--- config.mk ---
export PLATFORM = sky130hd
export DESIGN_NAME = hier_child_arbiter
export DESIGN_NICKNAME = d
export VERILOG_FILES = /design/src/rtl/hier_child_arbiter.sv
export SDC_FILE = /design/constraint.sdc
export NUM_CORES = 1
export LEC_CHECK = 0
export ABC_AREA = 1
export CORE_UTILIZATION = 50
export DETAILED_ROUTE_END_ITERATION = 12
export PLACE_DENSITY = 0.84
export SLEW_MARGIN = 40
export SYNTH_ARGS = -nofsm -noshare
export SYNTH_HDL_FRONTEND = slang
export SYNTH_SLANG_ARGS = --single-unit
--- constraint.sdc ---
create_clock -name clk -period 5.9 [get_ports clk]
set_clock_uncertainty 0.2 [all_clocks]
set_input_delay 1.18 -clock clk [delete_from_list [all_inputs] [get_ports clk]]
set_output_delay 1.18 -clock clk [all_outputs]
set_load 0.02 [all_outputs]
--- src/rtl/hier_child_arbiter.sv ---
// hier_child_arbiter: round-robin merge of NUM_CHILDREN valid/ready child
// channels into one registered output stage tagged with the winning index.
// Optional build macro HIER_ARB_STATS_EN adds per-child saturating grant
// counters with a select/clear read port.
module hier_child_arbiter #(
    parameter int NUM_CHILDREN = 10,
    parameter int DATA_W       = 8,
    localparam int ID_W        = (NUM_CHILDREN > 1) ? $clog2(NUM_CHILDREN) : 1
) (
    input  logic                           clk,
    input  logic                           rst,
    input  logic [NUM_CHILDREN-1:0]        child_valid,
    input  logic [NUM_CHILDREN*DATA_W-1:0] child_data,
    output logic [NUM_CHILDREN-1:0]        child_ready,
    output logic                           out_valid,
    input  logic                           out_ready,
    output logic [DATA_W-1:0]              out_data,
    output logic [ID_W-1:0]                out_id,
    output logic                           busy
`ifdef HIER_ARB_STATS_EN
    ,
    input  logic [ID_W-1:0]                stat_sel,
    input  logic                           stat_clr,
    output logic [15:0]                    stat_count
`endif
);

    logic              out_valid_q, out_valid_d;
    logic [DATA_W-1:0] out_data_q,  out_data_d;
    logic [ID_W-1:0]   out_id_q,    out_id_d;
    logic [ID_W-1:0]   rr_ptr_q,    rr_ptr_d;

    logic              can_accept;
    logic              grant_found;
    logic [ID_W-1:0]   grant_idx;
    logic              xfer;

    // The output slot can take a new word when empty or draining this cycle.
    assign can_accept = !out_valid_q || out_ready;
    assign xfer       = can_accept && grant_found && !rst;

    // Round-robin search starting at rr_ptr_q, wrapping modulo NUM_CHILDREN.
    always_comb begin
        int              idx;
        logic [ID_W-1:0] idx_v;
        grant_found = 1'b0;
        grant_idx   = '0;
        idx         = 0;
        idx_v       = '0;
        for (int k = 0; k < NUM_CHILDREN; k++) begin
            idx = int'(rr_ptr_q) + k;
            if (idx >= NUM_CHILDREN) begin
                idx = idx - NUM_CHILDREN;
            end
            idx_v = ID_W'(idx);
            if (!grant_found && child_valid[idx_v]) begin
                grant_found = 1'b1;
                grant_idx   = idx_v;
            end
        end
    end

    // One-hot grant; held at zero while in reset or when the slot is full.
    always_comb begin
        child_ready = '0;
        if (xfer) begin
            child_ready[grant_idx] = 1'b1;
        end
    end

    // Next state of the output slot and the priority pointer.
    always_comb begin
        out_valid_d = out_valid_q;
        out_data_d  = out_data_q;
        out_id_d    = out_id_q;
        rr_ptr_d    = rr_ptr_q;
        if (xfer) begin
            out_valid_d = 1'b1;
            out_data_d  = child_data[grant_idx*DATA_W +: DATA_W];
            out_id_d    = grant_idx;
            rr_ptr_d    = (int'(grant_idx) == NUM_CHILDREN - 1) ? '0 : grant_idx + 1'b1;
        end else if (out_ready) begin
            // Drained with nothing to refill; payload and id keep last value.
            out_valid_d = 1'b0;
        end
    end

    // Output register slice and pointer; reset discards any held word.
    always_ff @(posedge clk) begin
        if (rst) begin
            out_valid_q <= 1'b0;
            out_data_q  <= '0;
            out_id_q    <= '0;
            rr_ptr_q    <= '0;
        end else begin
            out_valid_q <= out_valid_d;
            out_data_q  <= out_data_d;
            out_id_q    <= out_id_d;
            rr_ptr_q    <= rr_ptr_d;
        end
    end

    assign out_valid = out_valid_q;
    assign out_data  = out_data_q;
    assign out_id    = out_id_q;
    assign busy      = out_valid_q | (|child_valid);

`ifdef HIER_ARB_STATS_EN
    logic [15:0] grant_cnt_q [NUM_CHILDREN];

    // Per-child grant counters; clear beats a same-cycle increment.
    always_ff @(posedge clk) begin
        for (int i = 0; i < NUM_CHILDREN; i++) begin
            if (rst || stat_clr) begin
                grant_cnt_q[i] <= '0;
            end else if (xfer && (int'(grant_idx) == i) && (grant_cnt_q[i] != 16'hFFFF)) begin
                grant_cnt_q[i] <= grant_cnt_q[i] + 16'd1;
            end
        end
    end

    // Counter read mux; selects beyond the last child read as zero.
    always_comb begin
        stat_count = '0;
        for (int i = 0; i < NUM_CHILDREN; i++) begin
            if (int'(stat_sel) == i) begin
                stat_count = grant_cnt_q[i];
            end
        end
    end
`endif

endmodule
==> impl_metrics.ini, run 1 <==
[timing]
finalSetupTns_ns = 0
slew_headroom = 0.6915
drv_slew = 0
max_freq_mhz = 178.8
finalCriticalPeriod_ns = 5.592
max_slew.worst_pin.slew_ns = 0.4579
hold_viol_final = 0
period_share = 0.9478
setup_viol_count_final = 0

[final_layout]
syn_to_final_growth_pct = 35.90
nFillCells = 696
nNetsFinal = 958
drive_gt1_frac = 0.1201
ff_latch_area_um2 = 344.1
final_util = 0.7017
diodes = 0
multiInputGateArea_mm2 = 0.003148

[floorplanning]
die_h_um = 91.33
initial_core_util = 0.5164
dieArea_mm2 = 0.008341
rows = 32
pin_count = 117
die-width_um = 91.33
core_mm2 = 0.007727

[yosys]
yosysSeqAreaShare = 0.08529
synth_edf_count = 0
synth_cell_types = 49
synth_commonest_cells = nand2_1 (273), nand3_1 (99), inv_1 (76)
yosysMostFrequentCell = nand2_1
synthCells = 716
synth_area_mm2 = 0.003990
synthTopCellsByArea = nand2_1 (26%), nand3_1 (12%), dfxtp_1 (8.5%), inv_1 (7.1%), ha_1 (6.9%)
synth_top_cell_area_share = 0.2568
yosysWarnings = 0
synth_top_cell_by_area = nand2_1
synthArstFlopShare = 0
ys_ff_latch = 17
synth_top_flop_cell = dfxtp_1
syn_nets = 832
syn_avg_cell_area_um2 = 5.573

[clock_network]
insertion_delay_ns = 0.25
postCtsSetupBuffers = 0
clock_path_buffers = 2
cts_sinks = 17
cts-root-buf = clkbuf_8
cts.htree.levels = 1
clkTransAtPathRegs_ns = 0.06
tritoncts = yes
cts_buffers = 3

[routing]
via_count = 5121
drcViolationCount = 0
totalWireLength_mm = 13.67
drt-initial-drc-count = 423
wl_per_cell_um = 14.50
vias_per_cell = 5.431
first_pass_iters = 6
drtAntennaViolNets = 0

[critical_path]
r2r_end = out_data[2]
critPathCaptureType = output pin
required_ns = 4.52
crit_start = child_valid[4]
path_class = in -> out
crit_fanout = 7
crit_arrival_ns = 4.21
startpoint_type = primary input
r2r_cells = 25
rrSetupSlack_ns = 1.60
rr_startpoint = rr_ptr_q[1]

[global_route]
grt_pass1_wl_mm = 21.47
grt-ovfl-total = 0
antenna_found_initial = 0
first_global_vias = 4517
grt_max_degree = 49
grt_usage = 0.3153

[run_status]
outcome = finished, final reports clean

[worst_hold_path]
min_from = out_data[3]
hold_class = reg -> reg
holdPathEnd = out_data[3]
holdPathStages = 2

[placement]
dp_hpwl_mm = 11.04
gp_congestion = 0.9289
port_buffers = 116

[flow_run]
maxCapViolations = 0
==> through the flow <==
stage	instance area [um^2]	worst slack (ns)	hold WS, ns	cells
after floorplan	3990	0.7343	0.3389	716
after global placement	5333	0.07143	0.2591	939
after detailed placement	5333	0.02963	0.2624	939
after CTS	5379	0.002132	0.2735	943
after global routing	5423	-0.003106	0.2903	943
final	5423	0.3079	0.2719	943
==> kinds of logic after synthesis <==
kind of cell | after synthesis | share of synthesized area
simple gates | 461 | 0.5412
buf+inv | 115 | 0.1304
fa+ha+maj | 23 | 0.07400
mux | 1 | 0.002822
compound gates | 83 | 0.1217
flops | 17 | 0.08529
xor+xnor | 16 | 0.04453
==> sequential cells by signal, summed over array words and instances, names as in the netlist <==
register / count
out_data: 8
out_valid: 1
rr_ptr_q: 4
out_id: 4
==> layout make-up <==
type | count | share of cell area
multi-input cells | 584 | 0.5805
repair buffers | 147 | 0.2610
flip-flops and latches | 17 | 0.06345
inverters | 89 | 0.06299
well taps | 102 | 0.02353
clock buffers | 3 | 0.007614
clock inverters | 1 | 0.0009229
==> timing repair <==
item	4_1_cts	5_1_grt
hold buffers	0	0
resized for setup	2	17
setup endpoints to repair	2	10
==> per-layer routing <==
metal / track usage / vias to the layer above / share of wire
li1: - / 2567 / -
met1: 0.4446 / 2315 / 0.45
met2: 0.5215 / 212 / 0.46
met3: 0.01340 / 27 / 0.069
met4: 0.08730 / 0 / 0.021
met5: 0 / - / 0
==> placed cells by master (no fill, tap or decap), types with 5 or more instances in the layout <==
master / instances
o21ai_0: 35
o21ai_2: 5
nand4_1: 17
inv_1: 76
inv_2: 10
dfxtp_1: 14
buf_4: 31
o21ai_1: 12
clkdlybuf4s50_1: 106
nand2_1: 273
nor2_4: 5
a21oi_1: 16
xor2_1: 10
nand3_1: 99
ha_1: 22
nor2_1: 20
nor3_1: 10
xor2_2: 5
nand2_2: 13
dlymetal6s2s_1: 9
==> worst max path at each step <==
stage	end	slack [ns]	depth (start not counted)
final	child_ready[2]	0.31	22
after global routing	child_ready[2]	-0.003	26
after CTS	child_ready[1]	0.002	19
after detailed placement	child_ready[9]	0.03	20
after global placement	child_ready[2]	0.07	20
after floorplan	child_ready[5]	0.73	19
==> critical path: stages <==
cell and delay [ns]:
clkdlybuf4s50_1 0.53, inv_1 0.06, o21ai_0 0.28, inv_1 0.12, nand2_1 0.08, nand3_1 0.08, nand3_1 0.11, nand2_2 0.11
nand3_1 0.12, inv_1 0.06, nand2_1 0.07, nor2_1 0.06, nor2_1 0.09, nand3_1 0.08, o21ai_0 0.18, nand2_1 0.07
nand2_1 0.08, nand2_2 0.10, nor2_4 0.13, inv_2 0.06, nor3_1 0.17, dlygate4sd2_1 0.38
Power of run 1 is left out: the tool's default activity adds up to more than one toggle a clock period on the data nets, which glitch-free logic cannot reach.
==> run 2, diff against run 1 <==
--- a/config.mk
+++ b/config.mk
@@ -6,6 +6,7 @@
 export NUM_CORES = 1
 export LEC_CHECK = 0
 export ABC_AREA = 1
+export CORE_MARGIN = 10
 export CORE_UTILIZATION = 50
 export DETAILED_ROUTE_END_ITERATION = 12
 export PLACE_DENSITY = 0.84
==> run 2 against run 1 <==
Net effect:
- highest routed layer unchanged
- routed wire length rose by 6.5%
- fmax is 2.1% higher
- via count increased by 1.3%
- largest cell class unchanged
- worst hold slack about the same
- sequential share of layout area hardly changed
- clock-buffer cell count unchanged
==> impl_metrics.ini, run 2 (synthesized netlist as in run 1, its figures left out) <==
[critical_path]
path_class = in -> out
crit_arrival_ns = 4.10
rr_startpoint = rr_ptr_q[1]
r2r_end = out_data[2]
r2r_cells = 30
crit_fanout = 6
required_ns = 4.52
critPathCaptureType = output pin
startpoint_type = primary input
rrSetupSlack_ns = 1.54

[floorplanning]
rows = 32
dieArea_mm2 = 0.01195
initial_core_util = 0.5164
core_mm2 = 0.007727
die_h_um = 109.3
pin_count = 117
die-width_um = 109.3

[global_route]
grt_pass1_wl_mm = 22.71
first_global_vias = 4710
grt-ovfl-total = 0
grt_max_degree = 49
grt_usage = 0.2297
antenna_found_initial = 0

[final_layout]
diodes = 0
layout_commonest_cell = nand2_1
finish.instance_area_mm2 = 0.005380
nFillCells = 693
layoutNonFillerInstCount = 937
drive_gt1_frac = 0.1126
nNetsFinal = 952
final_util = 0.6962
largest_register_ffs = 8
syn_to_final_growth_pct = 34.84
final_cell_mix = nand2_1 (273), clkdlybuf4s50_1 (106), nand3_1 (99), inv_1 (75), o21ai_0 (31)

[worst_hold_path]
holdPathStages = 2
hold_class = reg -> reg
holdPathEnd = out_id[0]
min_from = out_id[0]

[clock_network]
hold_buffers = 0
clock_path_buffers = 2
cts-root-buf = clkbuf_8
tritoncts = yes
insertion_delay_ns = 0.25
clkTransAtPathRegs_ns = 0.06
cts_sinks = 17
cts.htree.levels = 1
cts_buffers = 3

[placement]
dp_hpwl_mm = 11.85
placed_area_mm2 = 0.005288
gp_congestion = 0.9875
dp_cells = 933
port_buffers = 116

[routing]
wl_met3_mm = 1.120
m1WireLength_mm = 5.906
vias_per_cell = 5.536
drtAntennaViolNets = 0
wl_per_cell_um = 15.53
drcViolationCount = 0
top_layer = met4
totalWireLength_mm = 14.55
drt-initial-drc-count = 417
first_pass_iters = 5
dr_wl_met2_mm = 7.031
via_count = 5187

[timing]
max_slew.worst_pin.slew_ns = 0.5490
rsz0062_at_grt = false
setup_viol_count_final = 0
period_share = 0.9284
drv_slew = 0
finalSetupTns_ns = 0
max_freq_mhz = 182.6
slew_headroom = 0.6302
finalCriticalPeriod_ns = 5.478
hold_viol_final = 0

[flow_run]
maxCapViolations = 0

[run_status]
outcome = finished, final reports clean
==> run 2: layout make-up <==
type                       instances  area [um^2]  area share
multi-input combinational        584         3144      0.5844
timing repair buffer             141         1378      0.2560
sequential                        17        342.8     0.06372
inverter                          89        341.6     0.06349
tap                              102        127.6     0.02372
clock buffer                       3        41.29    0.007674
clock inverter                     1        5.005   0.0009302
==> run 2: worst max path at each step <==
stage | start | end | slack, ns
floorplan | rr_ptr_q[1] | child_ready[5] | 0.73
global placement | child_valid[6] | child_ready[1] | 0.17
detailed placement | child_valid[6] | child_ready[5] | -0.004
CTS | rr_ptr_q[2] | child_ready[3] | 0.0009
global route | rr_ptr_q[1] | child_ready[2] | 0.17
finish | child_valid[2] | child_ready[0] | 0.42
==> run 2: through the flow <==
step / hold slack, ns / setup WS (ns)
2_1_floorplan: 0.3389 / 0.7343
3_3_place_gp: 0.2617 / 0.1718
3_5_place_dp: 0.2609 / -0.004331
4_1_cts: 0.2755 / 0.0009055
5_1_grt: 0.3008 / 0.1655
6_report: 0.2718 / 0.4222
==> run 2: critical path: stages <==
cell and delay (ns):
clkdlybuf4s50_1 0.51, inv_1 0.05, o21ai_1 0.28, nand3_1 0.12, nand3_1 0.10, nand3_1 0.07, nand2_1 0.11, clkinv_1 0.13
nand4_4 0.14, nor2_4 0.06, nand4_2 0.12, o21ai_0 0.14, o21ai_2 0.24, nand3_1 0.17, nor2_4 0.11, nand3_1 0.13
nor2_1 0.17, dlymetal6s2s_1 0.25
==> run 2: per-layer routing <==
layer	track usage	up-vias
li1	-	2565
met1	0.2835	2327
met2	0.3931	249
met3	0.03686	46
met4	0.08364	0
met5	0	-
==> run 2: timing repair <==
action,CTS,global route
hold endpoints to repair,0,0
endpoints found under the setup margin,1,10
setup buffers,0,0
gates resized for setup,1,22
Power of run 2 is left out for the same reason.
